## config.mk

```make
export PLATFORM = sky130hd
export DESIGN_NAME = ps2_host_tx
export DESIGN_NICKNAME = d
export VERILOG_FILES = /design/src/rtl/ps2_host_tx.sv
export SDC_FILE = /design/constraint.sdc
export NUM_CORES = 1
export LEC_CHECK = 0
export BUFFER_PORTS_ARGS = -buffer_cell sky130_fd_sc_hd__buf_2
export CAP_MARGIN = 20
export CORE_MARGIN = 2
export CORE_UTILIZATION = 39
export CTS_BUF_LIST = sky130_fd_sc_hd__clkbuf_4
export DETAILED_ROUTE_END_ITERATION = 16
export SLEW_MARGIN = 10
export SYNTH_ARGS = -nofsm -noshare
export SYNTH_HDL_FRONTEND = slang
export SYNTH_SLANG_ARGS = --single-unit
```

## constraint.sdc

```tcl
create_clock -name clk -period 5.15 [get_ports clk]
set_input_delay 0.515 -clock clk [delete_from_list [all_inputs] [get_ports clk]]
set_output_delay 0.515 -clock clk [all_outputs]
set_load 0.03 [all_outputs]
```

## src/rtl/ps2_host_tx.sv

```systemverilog
// ps2_host_tx: PS/2 host-to-device transmitter for single-byte keyboard commands.
// Drives open-drain enables for PS2_CLK/PS2_DATA; rx_inhibit masks the receiver
// while a transfer owns the bus.
// Optional watchdog: define PS2_TX_TIMEOUT_EN to abort a stalled transfer after
// TIMEOUT_CYCLES without a device clock edge (the parameter exists only then).
module ps2_host_tx #(
    parameter int unsigned INHIBIT_CYCLES = 12000
`ifdef PS2_TX_TIMEOUT_EN
    ,
    parameter int unsigned TIMEOUT_CYCLES = 200000
`endif
) (
    input  logic       clk,
    input  logic       reset,
    input  logic [7:0] tx_data,
    input  logic       tx_valid,
    output logic       tx_ready,
    output logic       tx_done,
    output logic       tx_error,
    output logic       busy,
    output logic       rx_inhibit,
    input  logic       ps2_clk_i,
    input  logic       ps2_data_i,
    output logic       ps2_clk_oe,
    output logic       ps2_data_oe
);

    localparam int unsigned INH_W = (INHIBIT_CYCLES > 1) ? $clog2(INHIBIT_CYCLES) : 1;
    localparam logic [INH_W-1:0] INH_LAST = INH_W'(INHIBIT_CYCLES - 1);

    typedef enum logic [1:0] {
        S_IDLE,
        S_INHIBIT,
        S_BITS,
        S_WAIT_IDLE
    } state_t;

    state_t           state;
    logic [8:0]       frame;      // {odd parity, data}
    logic [3:0]       bit_cnt;    // device falling edges seen so far
    logic [INH_W-1:0] inh_cnt;

    logic [1:0] clk_sync;
    logic [1:0] data_sync;
    logic       clk_prev;
    logic       clk_s;
    logic       data_s;
    logic       clk_fall;

    // Two-flop synchronizers for the raw pins; idle level is high
    always_ff @(posedge clk or negedge reset) begin
        if (!reset) begin
            clk_sync  <= 2'b11;
            data_sync <= 2'b11;
            clk_prev  <= 1'b1;
        end else begin
            clk_sync  <= {clk_sync[0], ps2_clk_i};
            data_sync <= {data_sync[0], ps2_data_i};
            clk_prev  <= clk_sync[1];
        end
    end

    assign clk_s    = clk_sync[1];
    assign data_s   = data_sync[1];
    assign clk_fall = clk_prev & ~clk_s;

    assign rx_inhibit = busy;

`ifdef PS2_TX_TIMEOUT_EN
    localparam int unsigned WD_W = $clog2(TIMEOUT_CYCLES + 1);
    localparam logic [WD_W-1:0] WD_LAST = WD_W'(TIMEOUT_CYCLES - 1);

    logic [WD_W-1:0] wd_cnt;
    logic            wd_hit;

    // Watchdog: counts cycles since the last device edge or state entry
    always_ff @(posedge clk or negedge reset) begin
        if (!reset) begin
            wd_cnt <= '0;
        end else if (((state == S_BITS) || (state == S_WAIT_IDLE)) && !clk_fall) begin
            wd_cnt <= wd_cnt + WD_W'(1);
        end else begin
            wd_cnt <= '0;
        end
    end

    assign wd_hit = (wd_cnt == WD_LAST);
`endif

    // Transfer sequencer: inhibit, start bit, shift on device edges, ACK check
    always_ff @(posedge clk or negedge reset) begin
        if (!reset) begin
            state       <= S_IDLE;
            frame       <= '0;
            bit_cnt     <= '0;
            inh_cnt     <= '0;
            tx_ready    <= 1'b1;
            tx_done     <= 1'b0;
            tx_error    <= 1'b0;
            busy        <= 1'b0;
            ps2_clk_oe  <= 1'b0;
            ps2_data_oe <= 1'b0;
        end else begin
            tx_done  <= 1'b0;
            tx_error <= 1'b0;
            case (state)
                S_IDLE: begin
                    tx_ready <= 1'b1;
                    if (tx_valid && tx_ready) begin
                        frame       <= {~^tx_data, tx_data};
                        inh_cnt     <= '0;
                        tx_ready    <= 1'b0;
                        busy        <= 1'b1;
                        ps2_clk_oe  <= 1'b1;
                        ps2_data_oe <= 1'b0;
                        state       <= S_INHIBIT;
                    end
                end
                S_INHIBIT: begin
                    if (inh_cnt == INH_LAST) begin
                        ps2_clk_oe  <= 1'b0;
                        ps2_data_oe <= 1'b1;
                        bit_cnt     <= '0;
                        state       <= S_BITS;
                    end else begin
                        inh_cnt <= inh_cnt + INH_W'(1);
                    end
                end
                S_BITS: begin
                    if (clk_fall) begin
                        bit_cnt <= bit_cnt + 4'd1;
                        if (bit_cnt < 4'd9) begin
                            ps2_data_oe <= ~frame[bit_cnt];
                        end else if (bit_cnt == 4'd9) begin
                            ps2_data_oe <= 1'b0;
                        end else if (!data_s) begin
                            state <= S_WAIT_IDLE;
                        end else begin
                            tx_error    <= 1'b1;
                            busy        <= 1'b0;
                            ps2_clk_oe  <= 1'b0;
                            ps2_data_oe <= 1'b0;
                            state       <= S_IDLE;
                        end
                    end
`ifdef PS2_TX_TIMEOUT_EN
                    else if (wd_hit) begin
                        tx_error    <= 1'b1;
                        busy        <= 1'b0;
                        ps2_clk_oe  <= 1'b0;
                        ps2_data_oe <= 1'b0;
                        state       <= S_IDLE;
                    end
`endif
                end
                S_WAIT_IDLE: begin
                    if (clk_s && data_s) begin
                        tx_done <= 1'b1;
                        busy    <= 1'b0;
                        state   <= S_IDLE;
                    end
`ifdef PS2_TX_TIMEOUT_EN
                    else if (wd_hit) begin
                        tx_error    <= 1'b1;
                        busy        <= 1'b0;
                        ps2_clk_oe  <= 1'b0;
                        ps2_data_oe <= 1'b0;
                        state       <= S_IDLE;
                    end
`endif
                end
                default: begin
                    busy        <= 1'b0;
                    ps2_clk_oe  <= 1'b0;
                    ps2_data_oe <= 1'b0;
                    state       <= S_IDLE;
                end
            endcase
        end
    end

endmodule

```

-- Yosys cells after proc, flatten, opt, wreduce, memory -nomap -nowiden
Index checks and enable logic that the tools add are counted.
W data, S select, Z words.
- eq/ne operators: 14
- $add $sub $neg: 2
- multiplexer cells: 39
- bitwise operators: 3
- order comparisons: 2
- reduce and logical (&&, ||, !) cells: 15
- operators by type and width (kind ; count):
    $mux W14 ; 2
    $pmux W14 S2 ; 1
    $mux W1 ; 21
    $ne A2 B2 Y1 const B ; 8
    $add A14 B1 Y14 const B ; 1
    $eq A14 B14 Y1 const B ; 1
    $mux W2 ; 7
    $reduce_and A7 Y1 ; 2
    $pmux W1 S3 ; 3
    $mux W4 ; 2
    $pmux W2 S4 ; 1
    $pmux W4 S2 ; 1
    $reduce_xnor A8 Y1 ; 1
    $reduce_and A3 Y1 ; 2
    $reduce_and A6 Y1 ; 1
    $reduce_bool A3 Y1 ; 2
    $lt A4 B5 Y1 const B ; 1
    $reduce_and A5 Y1 ; 1
    $add A4 B1 Y4 const B ; 1
    $bmux W1 S4 ; 1
    $eq A2 B2 Y1 const B ; 2
    $eq A4 B4 Y1 const B ; 1
    $lt A4 B4 Y1 const B ; 1
    $ne A4 B4 Y1 const B ; 1
    7 further kinds ; 10
- output and inout port bits: 7
- logic and storage cells: 88
- input port bits: 13
- register bits after elaboration: 40

-- Depth between registers and ports, before layout
Gate-level depths: netlist of run 1.
- depth after elaboration: 6
- gate-level depth with buffers: 9

-- Least setup slack after synthesis of run 1
No wires, ideal clock.
- path kind: register to register
- start: register state[0]
- end: register inh_cnt[10]
- clock period less this slack: 1.939 ns
- path slack: 3.211 ns
- arrival: 1.861 ns
- data required time: 5.073 ns
- path buffers: 1
- stages on the path, launching flop included: 8
- path through: dfrtp_1 -> inv_1 -> ha_1 -> buf_4 -> nand2b_4 -> a2111o_1 -> or3_1 -> a21oi_1
- cells in the longest elaborated chain, start to end: 3
- elaborated cells between the ends (all ways): 7
- those cells by class: 3 x eq/ne; 1 x mux; 3 x reduce/logical
- ends and longest elaborated chain (what ; RTL line ; source):
    from (decl) ; 38 ; state_t state;
    from (signal assigned) ; 93 ; state <= S_IDLE;
    from (signal assigned) ; 116 ; state <= S_INHIBIT;
    from (signal assigned) ; 124 ; state <= S_BITS;
    $eq A2 B1 Y1 or $logic_not A2 Y1 (tied branches) ; 106 ; case (state)
    $ne A2 B2 Y1 (no line) or $reduce_bool A2 Y1 (tied branches) ; -- ;
    $reduce_and A3 Y1 (no line) ; -- ;
    to (signal assigned) ; 126 ; inh_cnt <= inh_cnt + INH_W'(1);
    to (decl) ; 41 ; logic [INH_W-1:0] inh_cnt;
Several ways; a longest one is shown, not always the timed one.
A chain may end at the register's enable or synchronous reset.

-- Worst setup path in the final report of run 1
- start: register state[0]
- end: register ps2_clk_oe
- cells in the longest elaborated chain, start to end: 3
- elaborated cells between the ends (all ways): 12
- those cells by class: 8 x eq/ne; 1 x mux; 3 x reduce/logical
- ends and longest elaborated chain (what ; RTL line ; source):
    $eq A2 B1 Y1 (tied with other cells) ; 106 ;
    $ne A2 B2 Y1 (no line) or $reduce_bool A3 Y1 (tied branches) ; -- ;
    $reduce_and A7 Y1 (no line) ; -- ;
    to (signal assigned) ; 101 ; ps2_clk_oe <= 1'b0;
    to (signal assigned) ; 114 ; ps2_clk_oe <= 1'b1;
    to (signal assigned) ; 121 ; ps2_clk_oe <= 1'b0;
    to (decl) ; 24 ; output logic ps2_clk_oe,
Several ways; a longest one is shown, not always the timed one.

==> results of run 1 <==
critical path: cells and delay by family (launching register included):
| kind | cells | cell delay, ns |
|---|---|---|
| simple gates | 2 | 0.81 |
| compound gates | 3 | 0.50 |
| flops | 1 | 0.45 |
| fa+ha+maj | 1 | 0.37 |
| buf+inv | 1 | 0.14 |
worst max path at each step:
stage                     cells past startpoint                       to  slack, ns
after CTS                                     7   ps2_clk_oe$_DFFE_PN0P_       2.76
after global placement                        7   ps2_clk_oe$_DFFE_PN0P_       2.84
after global routing                          7   ps2_clk_oe$_DFFE_PN0P_       2.55
after floorplan                               7  inh_cnt[10]$_DFFE_PN0P_       3.21
final                                         7   ps2_clk_oe$_DFFE_PN0P_       2.75
after detailed placement                      7   ps2_clk_oe$_DFFE_PN0P_       2.78
area by class of cell:
class	instances	area (um2)
Clock inverter	1	3.75
Sequential cell	40	1010
Multi-Input combinational cell	157	1110
Inverter	10	37.5
Timing Repair Buffer	19	95.1
Tap cell	72	90.1
Clock buffer	7	52.6
Fill cell	553	3070
registers in the layout, indices dropped and copies added, names as in the netlist:
| register | flops |
|---|---|
| tx_ready | 1 |
| tx_done | 1 |
| frame | 9 |
| ps2_data_oe | 1 |
| busy | 1 |
| inh_cnt | 14 |
| bit_cnt | 4 |
| data_sync | 2 |
| clk_prev | 1 |
| ps2_clk_oe | 1 |
| tx_error | 1 |
| clk_sync | 2 |
| state | 2 |
per-layer routing:
metal / share of wire / track usage / up-vias
li1: - / - / 805
met1: 0.48 / 0.193 / 773
met2: 0.48 / 0.243 / 26
met3: 0.034 / 0.0409 / 6
met4: 0.013 / 0.0586 / 0
met5: 0 / 0 / -
report_power, final:
part / internal [mW] / switching [mW] / leakage (nW)
Clock: 0.0631 / 0.0967 / 0.0338
Sequential: 0.318 / 0.00111 / 0.488
Combinational: 0.00930 / 0.0128 / 0.537
synth_stat cells (all sizes together) (4+ instances only):
master	number
a21oi	9
a31oi	4
and3	4
buf	6
dfrtp	34
dfstp	6
ha	10
inv	10
mux2	9
nand2	13
nand3	9
nand4	4
nor2	19
nor2b	4
nor3	4
o21ai	16
xnor2	9
xor2	8
cells by family (layout without fill, tap and decap cells):
kind of cell	Yosys count	in the layout	share of synthesized area
and+or+nand+nor	73	73	0.185
AOI/OAI and AO/OA	45	45	0.136
DFF	40	40	0.456
buffers and inverters	18	37	0.0391
xor gates and xnor gates	17	17	0.0674
muxes	12	12	0.0595
adders and majority gates	10	10	0.0566
==> impl_metrics.json, run 1 <==
{
  "globalRoute.totalOverflow": 0,
  "required_arrival_time_at_the_worst_endpoint_ns": 5.36,
  "wl_per_cell_um": 13.9,
  "synth_fp_nets": 238,
  "power_density_nw_per_um2": 208,
  "flow.area_growth_from_synthesis_pct": 8.72,
  "critical_path_arrival_ns": 2.60,
  "leakagePower_nw": 1.06,
  "first_pass_iters": 4,
  "final_setup_slack_of_the_worst_path_ns": 2.75,
  "final_cell_mix": "sky130_fd_sc_hd__dfrtp_1 (34), sky130_fd_sc_hd__nor2_1 (19), sky130_fd_sc_hd__buf_2 (19), sky130_fd_sc_hd__o21ai_0 (14), sky130_fd_sc_hd__nand2_1 (13)",
  "fmax_ghz": 0.417,
  "die_h_um": 79.3,
  "routed_wirelength_mm": 4.25,
  "dpl-instance-area_um2": 2350,
  "placement.io_buffers": 19,
  "yosys.cell_types.count": 49,
  "cp_slowest_stage_delay_ns": 0.51,
  "clk-insertion-delay-late_ns": 0.34,
  "yosysSeqAreaShare": 0.456,
  "hp-class": "in2reg",
  "instances_no_fill": 306,
  "cts.clk_slew.worst_paths_ns": 0.10,
  "dr.first_iter.drc_count": 64,
  "via_count": 1610,
  "async_flop_share": 1.00,
  "routabilityCongestion": 0.803,
  "pin_count_of_the_biggest_net_entering_global_routing": 41,
  "num_antenna_cells": 0,
  "min_to": "data_sync[0]$_DFF_PN1_",
  "critical_path.slowest_cell": "sky130_fd_sc_hd__or4_1",
  "reg2reg_from": "state[0]$_DFFE_PN0P_",
  "slew-limit-headroom": 0.415,
  "grt_pass1_wl_mm": 7.31,
  "clock_tree_buffer_depth": 2,
  "post_cts.resized_instances": 0,
  "status": "finished, final reports clean",
  "placed_cells": 298,
  "synth_area_per_cell_um2": 10.3,
  "unrepaired_setup_endpoints_after_global_routing": "false",
  "netlist.area_leader.share": 0.385,
  "start_util": 0.404,
  "cts.sinks": 40,
  "report.final.hold_viol_count": 0,
  "yosysTopAreaCell": "sky130_fd_sc_hd__dfrtp_1",
  "clock_tree_from_tritoncts": "built",
  "synthCells": 215,
  "cp-start-kind": "register",
  "finalSetupViolations": 0,
  "worstHoldPathCells": 1,
  "h-tree-depth": 2,
  "die_width_um": 79.3,
  "rrSetupSlack_ns": 2.75,
  "clockRootBuffer": "sky130_fd_sc_hd__clkbuf_4",
  "floorplan.rows": 27,
  "overall_power_of_the_completed_layout_uw": 501,
  "seq_cells_post_synth": 40,
  "cts_post_setup_buffers_inserted": 0,
  "path_cells": "inv_1 -> ha_1 -> nand3_4 -> o2bb2ai_1 -> or4_1 -> o21ai_1 -> o31ai_1",
  "timing_worst_setup_path_type": "reg2reg",
  "reg2regPathDepth": 7,
  "synth-edff-count": 0,
  "fin_setup_tns_ns": 0,
  "finalCoreUtilization": 0.439,
  "max_slew.worst_pin.slew_ns": 0.877,
  "avgViaCountPerCell": 5.26,
  "die_area_um2": 6280,
  "first_global_vias": 1559,
  "min_from": "ps2_data_i",
  "slew_violations": 0,
  "synth_warnings": 0,
  "layout.cells.most_common": "sky130_fd_sc_hd__dfrtp_1",
  "hold_fix_buffer_count_after_cts": 0,
  "post-route-drc-count": 0,
  "critical_path.endpoint_type": "register",
  "tritoncts_buffer_count": 5,
  "track_usage": 0.151,
  "worst_ir_drop_vdd_uv": 107,
  "reg2reg_to": "ps2_clk_oe$_DFFE_PN0P_",
  "final.hold.worst_slack_ns": 0.268,
  "finClkSkew_ns": 0.0118,
  "synth_area_leaders": "sky130_fd_sc_hd__dfrtp_1 (39%), sky130_fd_sc_hd__dfstp_2 (7.1%), sky130_fd_sc_hd__ha_1 (5.7%)",
  "dp.final_hpwl_mm": 3.04,
  "crit_path_start": "state[0]$_DFFE_PN0P_",
  "ys_dominant_reg_cell": "sky130_fd_sc_hd__dfrtp_1",
  "total_number_of_nets_in_the_final_design": 256,
  "timing.final.crit_period_ns": 2.40,
  "placeableCoreArea_um2": 5470,
  "layout.cell_area.non_filler_um2": 2400,
  "number_of_antenna_violations_at_the_first_check_in_global_routing": 0,
  "num_io_pins": 20,
  "critical_path_peak_fanout": 21,
  "timing.max_cap.violations": 0,
  "layout-drive-gt1-share": 0.201,
  "period_share": 0.465,
  "antenna_left": 0,
  "syn_area_um2": 2210,
  "pre_cts_ws_ns": 2.78
}
(Power assumes the default switching activity.)
==> run 2, diff against run 1 <==
--- a/config.mk
+++ b/config.mk
@@ -5,6 +5,7 @@
 export SDC_FILE = /design/constraint.sdc
 export NUM_CORES = 1
 export LEC_CHECK = 0
+export ABC_AREA = 1
 export BUFFER_PORTS_ARGS = -buffer_cell sky130_fd_sc_hd__buf_2
 export CAP_MARGIN = 20
 export CORE_MARGIN = 2
==> constraint.sdc (replaced) <==
create_clock -name clk -period 2.3 [get_ports clk]
set_input_delay 0.23 -clock clk [delete_from_list [all_inputs] [get_ports clk]]
set_output_delay 0.23 -clock clk [all_outputs]
set_load 0.03 [all_outputs]
==> run 2 against run 1 <==
  * Global-route usage rose by 0.67 points
  * Critical path depth rose by 1
  * Via count rose by 21%
  * Setup slack got worse by 2.3 ns
  * Cell count rose by 34%
  * Die area rose by 5.6%
  * Worst hold slack got worse by 0.18 ns
  * Fmax rose by 33%
  * Sequential share of layout area fell by 2.9 points
  * Core utilization rose by 0.27 points
  * Sequential cell count did not move
==> impl_metrics.json, run 2 <==
{
  "unrepaired_setup_endpoints_after_global_routing": "false",
  "clk-insertion-delay-late_ns": 0.36,
  "clock_tree_buffer_depth": 2,
  "synthMostInstantiatedCell": "sky130_fd_sc_hd__nand2_1",
  "placeableCoreArea_um2": 5850,
  "globalRoute.totalOverflow": 0,
  "cts.sinks": 40,
  "tritoncts_buffer_count": 5,
  "timing_worst_setup_path_type": "reg2reg",
  "synth-edff-count": 0,
  "seq_cells_post_synth": 40,
  "critical_path_peak_fanout": 10,
  "max_flop_register": "inh_cnt",
  "floorplan.rows": 28,
  "clock_tree_from_tritoncts": "built",
  "h-tree-depth": 2,
  "fin_setup_tns_ns": 0,
  "yosysSeqAreaShare": 0.431,
  "die_width_um": 81.5,
  "number_of_antenna_violations_at_the_first_check_in_global_routing": 0,
  "routed_wirelength_mm": 4.64,
  "final_setup_slack_of_the_worst_path_ns": 0.503,
  "clockRootBuffer": "sky130_fd_sc_hd__clkbuf_4",
  "flow.area_growth_from_synthesis_pct": 10.4,
  "synth_warnings": 0,
  "critical_path.endpoint_type": "register",
  "layout-drive-gt1-share": 0.129,
  "avgViaCountPerCell": 4.76,
  "post-route-drc-count": 0,
  "largest_registers": "inh_cnt: 14 flops, frame: 9 flops, bit_cnt: 4 flops",
  "yosys.cell_types.count": 28,
  "largest_register_ff_count": 14,
  "placement.io_buffers": 19,
  "timing.final.crit_period_ns": 1.80,
  "layout.cells.most_common": "sky130_fd_sc_hd__nand2_1",
  "required_arrival_time_at_the_worst_endpoint_ns": 2.55,
  "synthCells": 309,
  "via_count": 1945,
  "power_density_nw_per_um2": 984,
  "max_slew.worst_pin.slew_ns": 0.897,
  "crit_path_start": "bit_cnt[0]$_DFFE_PN0P_",
  "ys_dominant_reg_cell": "sky130_fd_sc_hd__dfrtp_1",
  "synth_fp_nets": 332,
  "track_usage": 0.158,
  "die_h_um": 81.5,
  "fmax_ghz": 0.557,
  "dp.final_hpwl_mm": 3.44,
  "cts_post_setup_buffers_inserted": 0,
  "pre_cts_ws_ns": 0.535,
  "hp-class": "in2reg",
  "placed_cells": 398,
  "finalSetupViolations": 0,
  "cp-start-kind": "register",
  "path_cells": "inv_1 -> ha_1 -> a21oi_1 -> a21oi_1 -> nor2_1 -> nand2_1 -> o21ai_0 -> nand2_1",
  "report.final.hold_viol_count": 0,
  "num_antenna_cells": 0,
  "slew_violations": 0,
  "status": "finished, final reports clean",
  "overall_power_of_the_completed_layout_mw": 2.54,
  "total_number_of_nets_in_the_final_design": 356,
  "grt_pass1_wl_mm": 8.09,
  "period_share": 0.781,
  "post_cts.resized_instances": 0,
  "first_pass_iters": 4,
  "wl_per_cell_um": 11.4,
  "start_util": 0.400,
  "worst_ir_drop_vdd_uv": 626,
  "synth_area_leaders": "sky130_fd_sc_hd__dfrtp_1 (36%), sky130_fd_sc_hd__nand2_1 (15%), sky130_fd_sc_hd__nand3_1 (6.8%)",
  "pin_count_of_the_biggest_net_entering_global_routing": 41,
  "yosysTopAreaCell": "sky130_fd_sc_hd__dfrtp_1",
  "synth_area_per_cell_um2": 7.58,
  "finClkSkew_ns": 0.0176,
  "die_area_um2": 6640,
  "cp_slowest_stage_delay_ns": 0.54,
  "critical_path_arrival_ns": 2.05,
  "instances_no_fill": 409,
  "slew-limit-headroom": 0.402,
  "syn_area_um2": 2340,
  "final_cell_mix": "sky130_fd_sc_hd__nand2_1 (92), sky130_fd_sc_hd__inv_1 (39), sky130_fd_sc_hd__dfrtp_1 (34), sky130_fd_sc_hd__nand3_1 (32), sky130_fd_sc_hd__o21ai_0 (26)",
  "routabilityCongestion": 0.818,
  "dr.first_iter.drc_count": 135,
  "synth.top_cells.by_count": "sky130_fd_sc_hd__nand2_1 (92), sky130_fd_sc_hd__inv_1 (39), sky130_fd_sc_hd__dfrtp_1 (34), sky130_fd_sc_hd__nand3_1 (32), sky130_fd_sc_hd__o21ai_0 (26)",
  "antenna_left": 0,
  "leakagePower_nw": 1.26,
  "critical_path.slowest_cell": "sky130_fd_sc_hd__dfrtp_1",
  "min_from": "tx_data[6]",
  "netlist.area_leader.share": 0.363,
  "cts.clk_slew.worst_paths_ns": 0.14,
  "first_global_vias": 1798,
  "reg2reg_from": "bit_cnt[0]$_DFFE_PN0P_",
  "timing.max_cap.violations": 0,
  "num_io_pins": 20,
  "async_flop_share": 1.00
}
run 2: cell types whose count changed in the layout (fill, tap and decap cells not counted), moves of 4 or more:
cell | previous run | this run
sky130_fd_sc_hd__o21ai_0 | 14 | 26
sky130_fd_sc_hd__xnor2_1 | 9 | 5
sky130_fd_sc_hd__nand4_1 | 4 | 8
sky130_fd_sc_hd__nand2_1 | 13 | 92
sky130_fd_sc_hd__nand3_1 | 8 | 32
sky130_fd_sc_hd__inv_1 | 9 | 39
sky130_fd_sc_hd__a21oi_1 | 9 | 5
sky130_fd_sc_hd__a31oi_1 | 4 | 0
sky130_fd_sc_hd__nor2b_1 | 4 | 0
sky130_fd_sc_hd__and3_1 | 4 | 0
sky130_fd_sc_hd__mux2_2 | 8 | 0
run 2: cells by family after synthesis:
logic type	count (synthesis)	share of synthesized area
AND/OR/NAND/NOR	166	0.307
buffers and inverters	47	0.0855
flip-flops	40	0.431
AO/OA/AOI/OAI	36	0.0855
XOR/XNOR	10	0.0374
adder cells (fa/ha/maj)	10	0.0534
run 2: worst max-delay path, delay by kind of cell (launching register included):
family / cells / cell delay [ns]
DFF: 1 / 0.54
and+or+nand+nor: 3 / 0.30
buffers and inverters: 1 / 0.17
AOI/OAI and AO/OA: 3 / 0.42
adders and majority gates: 1 / 0.25
run 2: timing repair:
item,4_1_cts,5_1_grt
endpoints found under the hold margin,12,0
setup endpoints to repair,0,0
hold buffers,3,0
run 2: path summary, 6_finish.rpt:
check,cells past startpoint,slack [ns],endpoint
hold / removal,3,0.08,frame[6]$_DFFE_PN0P_
max in group asynchronous,2,1.20,inh_cnt[9]$_DFFE_PN0P_
setup reg to reg,8,0.50,state[1]$_DFFE_PN0P_
hold reg to reg,0,0.36,data_sync[1]$_DFF_PN1_
min in group asynchronous,2,0.53,bit_cnt[2]$_DFFE_PN0P_
setup / recovery,8,0.50,state[1]$_DFFE_PN0P_
run 2: metrics by stage:
step	utilization	instance area (um2)	hold WS (ns)
after CTS	0.442	2580	0.0643
final	0.442	2580	0.0844
after floorplan	-	2340	-0.0656
after detailed placement	0.427	2500	0.337
after global routing	0.442	2580	0.0811
after global placement	0.427	2500	0.335
run 2: where the power goes:
group	total (mW)	internal, mW	leakage, nW	switching [mW]
logic	1.19	0.381	0.721	0.811
registers	0.988	0.876	0.512	0.111
clock network	0.364	0.115	0.0249	0.249
total	2.54	1.37	1.26	1.17
run 2: cell type report:
class / instances / area [um2]
fillers: 577 / 3270
multi-input cells: 222 / 1130
flip-flops and latches: 40 / 1010
inverters: 40 / 153
repair buffers: 24 / 140
well taps: 75 / 93.8
clock buffers: 5 / 37.5
clock inverters: 3 / 18.8
run 2: per-layer routing:
layer  track usage  wire [um]  part of all wire
met4        0.0593         76             0.016
met3        0.0385        140             0.030
met2         0.249       2050              0.44
met1         0.209       2380              0.51
met5             0          0                 0
